File: src/rtl/fpu_issue_scheduler.sv
// FPU issue scheduler: steers ops to the pipelined or iterative path and
// books the shared writeback port through a shifting reservation table.
module fpu_issue_scheduler #(
    parameter int TAG_W    = 4,
    parameter int PIPE_LAT = 4,
    parameter int ITER_LAT = 12
) (
    input  logic             clk,
    input  logic             reset_n,
    input  logic             req_valid,
    output logic             req_ready,
    input  logic [2:0]       req_op,
    input  logic [TAG_W-1:0] req_tag,
    input  logic             flush,
    output logic             pipe_issue,
    output logic [2:0]       pipe_op,
    output logic             iter_start,
    output logic [2:0]       iter_op,
    output logic             wb_valid,
    output logic [TAG_W-1:0] wb_tag,
    output logic             wb_src,
    output logic             illegal_op,
    output logic             busy
);
    localparam int N  = ITER_LAT + 1;
    localparam int CW = $clog2(ITER_LAT + 1);
    // Countdown hits zero in the writeback cycle, so the load is one short.
    localparam logic [CW-1:0] CNT_LOAD = CW'(ITER_LAT - 1);

    typedef enum logic [2:0] {
        OP_ADD  = 3'd0,
        OP_SUB  = 3'd1,
        OP_MUL  = 3'd2,
        OP_DIV  = 3'd3,
        OP_SQRT = 3'd4
    } op_e;

    // Slot 0 is the registered writeback; slot k writes back k cycles out.
    logic [N-1:0]     vld_q, vld_d;
    logic [N-1:0]     src_q, src_d;
    logic [TAG_W-1:0] tag_q [N];
    logic [TAG_W-1:0] tag_d [N];
    logic [CW-1:0]    cnt_q, cnt_d;
    logic             is_pipe, is_iter, is_ill, accept;

    always_comb begin
        is_pipe = 1'b0;
        is_iter = 1'b0;
        is_ill  = 1'b0;
        unique case (req_op)
            OP_ADD, OP_SUB, OP_MUL: is_pipe = 1'b1;
            OP_DIV, OP_SQRT:        is_iter = 1'b1;
            default:                is_ill  = 1'b1;
        endcase
    end

    always_comb begin
        req_ready = 1'b0;
        if (reset_n && !flush) begin
            unique case (1'b1)
                is_pipe: req_ready = !vld_q[PIPE_LAT];
                is_iter: req_ready = (cnt_q == '0) && !vld_q[ITER_LAT];
                is_ill:  req_ready = 1'b1;
                default: req_ready = 1'b0;
            endcase
        end
    end

    assign accept     = req_valid && req_ready;
    assign pipe_issue = accept && is_pipe;
    assign iter_start = accept && is_iter;
    assign illegal_op = accept && is_ill;
    assign pipe_op    = pipe_issue ? req_op : 3'd0;
    assign iter_op    = iter_start ? req_op : 3'd0;

    always_comb begin
        vld_d = '0;
        src_d = '0;
        for (int k = 0; k < N; k++) tag_d[k] = '0;
        for (int k = 0; k < N - 1; k++) begin
            vld_d[k] = vld_q[k+1];
            src_d[k] = src_q[k+1];
            tag_d[k] = tag_q[k+1];
        end
        cnt_d = (cnt_q != '0) ? cnt_q - CW'(1) : '0;
        if (pipe_issue) begin
            vld_d[PIPE_LAT-1] = 1'b1;
            src_d[PIPE_LAT-1] = 1'b0;
            tag_d[PIPE_LAT-1] = req_tag;
        end
        if (iter_start) begin
            vld_d[ITER_LAT-1] = 1'b1;
            src_d[ITER_LAT-1] = 1'b1;
            tag_d[ITER_LAT-1] = req_tag;
            cnt_d             = CNT_LOAD;
        end
        if (flush) begin
            vld_d = '0;
            src_d = '0;
            for (int k = 0; k < N; k++) tag_d[k] = '0;
            cnt_d = '0;
        end
    end

    always_ff @(posedge clk or negedge reset_n) begin
        if (!reset_n) begin
            vld_q <= '0;
            src_q <= '0;
            cnt_q <= '0;
            for (int k = 0; k < N; k++) tag_q[k] <= '0;
        end else begin
            vld_q <= vld_d;
            src_q <= src_d;
            cnt_q <= cnt_d;
            for (int k = 0; k < N; k++) tag_q[k] <= tag_d[k];
        end
    end

    assign wb_valid = vld_q[0];
    assign wb_tag   = tag_q[0];
    assign wb_src   = src_q[0];
    assign busy     = (|vld_q[N-1:1]) || (cnt_q != '0);

    // A booking must never land on a slot another result already holds.
    a_no_wb_clash: assert property (@(posedge clk) disable iff (!reset_n)
        !(pipe_issue && vld_q[PIPE_LAT]) && !(iter_start && vld_q[ITER_LAT]));

endmodule

File: config.mk
export PLATFORM = sky130hd
export DESIGN_NAME = fpu_issue_scheduler
export DESIGN_NICKNAME = d
export VERILOG_FILES = /design/src/rtl/fpu_issue_scheduler.sv
export SDC_FILE = /design/constraint.sdc
export NUM_CORES = 1
export LEC_CHECK = 0
export ABC_CLOCK_PERIOD_IN_PS = 1500
export CORE_MARGIN = 5
export CORE_UTILIZATION = 49
export CTS_CLUSTER_SIZE = 25
export DETAILED_ROUTE_END_ITERATION = 10
export PLACE_DENSITY = 0.74
export SLEW_MARGIN = 25
export SYNTH_ARGS = -nofsm -noshare
export SYNTH_HDL_FRONTEND = slang
export SYNTH_SLANG_ARGS = --single-unit
File: constraint.sdc
create_clock -name clk -period 1.5 [get_ports clk]
set_input_delay 0.225 -clock clk [delete_from_list [all_inputs] [get_ports clk]]
set_output_delay 0.225 -clock clk [all_outputs]
set_load 0.005 [all_outputs]
Yosys cells after proc, flatten, opt, wreduce, memory -nomap -nowiden
Index checks and enable logic that the tools add are counted.
Widths: inputs -> output; s select.
{"block": "totals", "ff_bits": 82, "input_bits": 11, "output_inout_bits": 17, "elab_cells": 57}
{"block": "op_classes", "add_sub_neg": 1, "eq_ne": 4, "muxes": 19, "reduce_logical": 17}
{"cell": "$mux 52", "count": 1}
{"cell": "$mux 12", "count": 2}
{"cell": "$mux 4", "count": 5}
{"cell": "$reduce_or 12->1", "count": 1}
{"cell": "$mux 1", "count": 8}
{"cell": "$eq 3x2->1 const B", "count": 2}
{"cell": "$logic_and 1x1->1", "count": 6}
{"cell": "$mux 3", "count": 2}
{"cell": "$reduce_or 5->1", "count": 1}
{"cell": "$logic_not 4->1", "count": 1}
{"cell": "$reduce_bool 4->1", "count": 1}
{"cell": "$sub 4x1->4 const B", "count": 1}
{"cell": "$eq 3x1->1 const B", "count": 1}
{"cell": "$eq 3x3->1 const B", "count": 1}
{"cell": "$logic_not 1->1", "count": 3}
{"cell": "$logic_not 3->1", "count": 1}
{"cell": "$pmux 1 s3", "count": 1}
{"cell": "$reduce_or 3->1", "count": 1}
{"cell": "$reduce_or 2->1", "count": 1}
{"cell": "$logic_or 1x1->1", "count": 1}

Logic depth before layout (Yosys ltp)
Gate-level depths: netlist of the first run.
{"block": "logic_depth", "ltp_word": 9, "depth_mapped": 5}

Worst setup path before layout of the first run
OpenSTA, ideal clock, no wires.
{"block": "synth_timing", "kind": "register to output", "start": "reg cnt_q[1]", "end": "out req_ready", "arrival_ns": 1.450, "required_time_ns": 1.275, "path_slack_ns": -0.175, "stages_incl_launch_ff": 4, "path_cell_list": "dfrtp_1 or4_4 a221o_1 a221oi_2"}
{"block": "synth_between", "elab_chain_cells": 4}
{"element": "start: declaration", "line_no": "43", "source": "logic [CW-1:0] cnt_q, cnt_d;"}
{"element": "start signal: assignment", "line_no": "114", "source": "cnt_q <= cnt_d;"}
{"element": "$logic_not 4->1", "line_no": "62", "source": "is_iter: req_ready = (cnt_q == '0) && !vld_q[ITER_LAT];"}
{"element": "$logic_and 1x1->1", "line_no": "62"}
{"element": "$pmux 1 s3", "line_no": "60", "source": "unique case (1'b1)"}
{"element": "$mux 1", "line_no": "59", "source": "if (reset_n && !flush) begin"}
{"element": "end: declaration", "line_no": "11", "source": "output logic req_ready,"}
Every way passes these cells.

Worst setup path after layout of the first run
Ends and elaborated chain as after synthesis.

==> metrics.csv, run 1 <==
metric,value,unit
status,"finished, violations left",
failing checks,negative setup slack,
Rows,26,
relative slew slack,45.7,%
synth top area cells,"dfrtp_1 (67%), nor2b_1 (14%), mux2_4 (2.4%), and2_1 (1.5%), buf_4 (1.5%)",
Max IR drop VDD,0.000694,V
clk slew on worst S/H paths,0.07,ns
GR Overflow Total,0,
routing usage on met2,22.9,%
most common cell in the netlist,dfrtp_1,
library cells used by synthesis,37,
DRT iter0 DRCs,82,
core box area,0.00507,mm2
die width,82.1,um
Post-Syn Instances,191,
"Cell Area, Synth",0.00255,mm2
Placement Setup Slack,-0.692,ns
hold crit path type,in -> async,
die height,82.1,um
initial antenna violation count,0,
Final min period,2.12,ns
final net count,251,
fmax,472,MHz
period utilization,141,%
share of the synthesized area in the top cell type,66.7,%
Final Core Density,64.2,%
DR vias/cell,4.69,
Crit-path slowest cell,or4_4,
"Primary FF master, synth",dfrtp_1,
"flops & latches, synth",68,
Num Clock Sinks,68,
Post-synth EDFFs,0,
detailed-route DRC error count,0,
sequential fraction of the synthesis area,66.7,%
GRT met3 Usage,4.66,%
pin count of the biggest net entering global routing,69,
Worst setup EP type,output pin,
dpl hpwl,2580,um
ANT nets after route,0,
"Setup violations, final",17,
Worst-Margin Slew,0.815,ns
Post-synth top cells,"dfrtp_1 (68), nor2b_1 (59), nor2_1 (8)",
area grow syn2layout,27.8,%
GRT busiest layer,met2,
H-tree depth,3,
CP Buf/Inv Count,1,
first-pass GRT wire length,7330,um
"Net Count, Synth",202,
layout cells sized above 1,31.4,%
GRT Util Overall,15.5,%
power per cell area,1170,mW/mm2
Mean Syn Cell Area,13.4,um2
RSZ-0062 raised after global routing,yes,
Worst EP required,1.27,ns
"critical path, cell by cell","or4_4, a221o_1, a221oi_2, buf_2",
WL/cell,13.5,um
Worst Setup Path Type,reg -> out,
GP Congestion,0.765,
ANT cells,0,
Max Slew Vio Count,0,
max-cap check violation count,0,
crit start category,flip-flop,
Initial Util,50.2,%
num ports,28,
Clock Skew,0.00531,ns
crit-path leading delay family,simple AND/OR/NAND/NOR gates,
LEAKAGE,0.00164,uW
first drt pass iteration count,4,
CTS buffer count,9,
CP peak stage delay,0.54,ns
vias in the first global route,1504,
worst skew pair latency,0.33,ns
number of buffers added on ports,26,
final wirelength,4250,um
met1 usage,19.4,%
Root Buffer,clkbuf_8,
"Hold Vio Cnt, Final",0,
DIE AREA,0.00675,mm2
YS warnings,0,
final setup margin,-0.620,ns
Clock Tree Buf Depth,2,
fill count,403,
ys async rst share,100,%
dominant cell type by area after synthesis,dfrtp_1,
vias,1476,
CTS tree,built,
Worst Path Max Fanout,2,
WP data arrival,1.89,ns
==> what timing repair did <==
item                       in CTS  in global routing
setup endpoints to repair      14                 22
hold endpoints to repair        0                  0
pin swaps                       5                  3
setup buffers                   7                  4
gates resized for setup        52                 16
hold buffers                    0                  0
==> worst register-to-register path, delay by kind of cell, from the launching register on <==
family | cells | cell delay (ns)
AO/OA/AOI/OAI | 1 | 0.21
buffers and inverters | 4 | 0.49
flip-flops | 1 | 0.38
AND/OR/NAND/NOR | 2 | 0.41
==> metrics by stage <==
| stage | cells | power (uW) | hold WS (ns) | TNS (ns) | cell area (um2) |
|---|---|---|---|---|---|
| 6_report | 315 | 3810 | 0.140 | -3.71 | 3260 |
| 5_1_grt | 315 | 3980 | 0.201 | -5.52 | 3260 |
| 4_1_cts | 314 | 3870 | 0.171 | -3.85 | 3220 |
| 3_5_place_dp | 291 | 2120 | 0.449 | -8.83 | 2940 |
| 3_3_place_gp | 291 | 2120 | 0.442 | -8.73 | 2940 |
| 2_1_floorplan | 191 | 1990 | -0.0706 | -0.175 | 2550 |
==> placed cells by master (no fill, tap or decap), types with 2 or more instances in the layout <==
master | netlist | layout
dfrtp_1 | 68 | 67
nor2b_1 | 59 | 59
buf_4 | 5 | 18
clkbuf_8 | 0 | 11
clkdlybuf4s50_1 | 0 | 11
buf_2 | 1 | 10
buf_6 | 2 | 9
nor2_1 | 8 | 6
mux2_4 | 4 | 4
and2_4 | 0 | 3
and2_1 | 6 | 3
dlygate4sd2_1 | 0 | 3
and3b_1 | 2 | 2
inv_2 | 1 | 2
nor4_1 | 2 | 2
clkinvlp_4 | 0 | 2
bufinv_16 | 0 | 2
==> worst paths after layout <==
path | from | endpoint | slack, ns | cells after the start
min in group clk | tag_q[30] | tag_q[34] | 0.46 | 1
worst min register to register | tag_q[30] | tag_q[34] | 0.46 | 1
max in group asynchronous | reset_n | src_q[4] | 0.78 | 2
worst min-delay path | reset_n | cnt_q[0] | 0.14 | 2
worst max-delay path | cnt_q[1] | req_ready | -0.62 | 4
worst max register to register | cnt_q[1] | tag_q[5] | -0.04 | 7
==> report_power, final <==
| group | switching (uW) | total [uW] | internal [uW] |
|---|---|---|---|
| clock | 657 | 1690 | 1030 |
| combinational | 143 | 269 | 126 |
| sequential | 5.51 | 1850 | 1850 |
| total | 805 | 3810 | 3000 |
==> cell families after synthesis <==
logic type / after synthesis / share of synthesized area [%]
buffers and inverters: 16 / 3.73
AOI/OAI and AO/OA: 11 / 4.12
other: 1 / 0.147
muxes: 4 / 2.36
DFF: 68 / 66.7
and+or+nand+nor: 91 / 22.9
==> layout make-up <==
cell class / count / area (um2) / share of cell area, %
clock buffers: 11 / 151 / 4.64
clock inverters: 5 / 83.8 / 2.57
inverters: 2 / 7.51 / 0.230
multi-input cells: 107 / 798 / 24.5
flip-flops and latches: 68 / 1700 / 52.2
well taps: 70 / 87.6 / 2.69
repair buffers: 52 / 428 / 13.1
==> state kept, by name, indices dropped and copies added, names as in the netlist <==
signal  cells
cnt_q       4
src_q      12
tag_q      44
vld_q       4
wb_tag      4
==> metal layers <==
| metal | vias up | routed length, um |
|---|---|---|
| met5 | - | 0 |
| met4 | 0 | 116 |
| met3 | 7 | 129 |
| met2 | 20 | 2060 |
| met1 | 748 | 1950 |
| li1 | 701 | - |
Note: power is estimated with default switching activity, not from simulation.
==> run 2: changes to the inputs <==
Settings changed: CORE_MARGIN 5 to not set, HOLD_SLACK_MARGIN set to 0.12.
==> run 2 against run 1 <==
Against the previous run: the run still ends with negative setup slack left; clock skew is 0.0032 ns higher; core utilization rose by 2.0 points; total power fell by 5.2%; setup slack got worse by 0.012 ns; fmax down 0.55%; non-clock buffer count up 2; via count decreased by 2.9%; sequential share of layout area up 0.43 points; clock power is 12% lower; wire length is 6.7% lower; combinational power is essentially flat; critical path type unchanged; largest power group unchanged; highest routed layer unchanged.
==> metrics.csv, run 2 (synthesis gave the netlist of run 1 again) <==
metric,value,unit
status,"finished, violations left",
WP data arrival,1.91,ns
reg2reg setup slack,-0.15,ns
"Setup violations, final",14,
max-cap check violation count,0,
Num Clock Sinks,68,
"commonest non-fill, non-tap cell in the layout",dfrtp_1,
DR vias/cell,4.56,
CTS buffer count,9,
initial antenna violation count,0,
Final Core Density,66.2,%
GR Overflow Total,0,
FF+latch area,0.00170,mm2
area grow syn2layout,26.7,%
RSZ-0062 raised after global routing,yes,
relative slew slack,46.7,%
hold crit path type,in -> async,
GP Congestion,0.835,
fmax,469,MHz
Final Power,3610,uW
final net count,253,
failing checks,negative setup slack,
Worst EP required,1.27,ns
Post-Layout Inst Area,0.00323,mm2
CP peak stage delay,0.53,ns
"Hold Vio Cnt, Final",0,
Clock Tree Buf Depth,2,
die height,74.1,um
Clock Skew,0.00855,ns
num ports,28,
CP Buf/Inv Count,1,
Crit-path slowest cell,or4_4,
multi-input logic area,779,um2
final setup margin,-0.631,ns
Rows,25,
dpl hpwl,2390,um
DRT iter0 DRCs,74,
crit start category,flip-flop,
vias in the first global route,1439,
fill count,388,
ANT nets after route,0,
core box area,0.00488,mm2
first drt pass iteration count,4,
Area after DPL,0.00296,mm2
power per cell area,1120,mW/mm2
LEAKAGE,0.00165,uW
Initial Util,52.3,%
Top Registers,"tag_q x44, src_q x12",
Largest register FFs,44,
clk slew on worst S/H paths,0.07,ns
Max IR drop VDD,0.000749,V
most frequent cells in the layout,"dfrtp_1 (68), nor2b_1 (59), buf_4 (21), clkdlybuf4s50_1 (12), clkbuf_8 (10)",
number of buffers added on ports,26,
detailed-route DRC error count,0,
final wirelength,3970,um
layout cells sized above 1,26.7,%
period utilization,142,%
Placement Setup Slack,-0.693,ns
Final min period,2.13,ns
first-pass GRT wire length,6770,um
Max Slew Vio Count,0,
Hold WS,0.128,ns
Root Buffer,clkbuf_8,
Worst-Margin Slew,0.800,ns
most flop-heavy register,tag_q,
Worst Path Max Fanout,2,
ANT cells,0,
WL/cell,12.6,um
"critical path, cell by cell","or4_4, a221o_1, a221oi_2, buf_2",
H-tree depth,3,
crit-path leading delay family,simple AND/OR/NAND/NOR gates,
die width,74.1,um
vias,1433,
CTS tree,built,
GRT Util Overall,17.6,%
Worst setup EP type,output pin,
DIE AREA,0.00550,mm2
pin count of the biggest net entering global routing,68,
Worst Setup Path Type,reg -> out,
worst skew pair latency,0.34,ns
## run 2: area by class of cell
class / count / share of cell area (%)
inverter: 2 / 0.232
tap: 67 / 2.59
multi-input combinational: 107 / 24.1
clock buffer: 10 / 4.26
sequential: 68 / 52.7
timing repair buffer: 54 / 14.1
clock inverter: 6 / 1.98
## run 2: power breakdown
| part | leakage [uW] | internal [uW] | switching [uW] | total, uW |
|---|---|---|---|---|
| registers | 0.000948 | 1850 | 5.47 | 1850 |
| clock network | 0.0000983 | 809 | 679 | 1490 |
| logic | 0.000600 | 132 | 138 | 270 |
## run 2: routing by layer
layer / track usage, % / share of wire [%]
met1: 24.3 / 49
met2: 24.4 / 45
met3: 4.88 / 2.6
met4: 11.5 / 2.6
met5: 0 / 0
## run 2: final timing paths
path                           start  cells after the start   endpoint
hold / removal               reset_n                      2   vld_q[1]
max in group asynchronous    reset_n                      2  tag_q[26]
min in group clk           tag_q[47]                      1  wb_tag[3]
hold reg to reg            tag_q[47]                      1  wb_tag[3]
setup reg to reg            src_q[4]                      5  tag_q[37]
setup / recovery            cnt_q[1]                      4  req_ready
## run 2: timing repair
action                     CTS  global route
hold endpoints to repair     1             0
pin swaps                    6             4
hold buffers                 1             0
setup buffers                6             2
gates resized for setup     39             3
setup endpoints to repair   14            18
## run 2: stage by stage
stage | instances | setup TNS (ns)
3_5_place_dp | 290 | -9.30
5_1_grt | 314 | -5.23
2_1_floorplan | 191 | -0.175
4_1_cts | 313 | -3.90
3_3_place_gp | 290 | -8.76
6_report | 314 | -3.86
==> run 3: changes to the inputs <==
Settings changed: CTS_CLUSTER_SIZE 25 to 8.
==> results of run 3 <==
Final layout, timing and power as in run 2 (identical DEF).
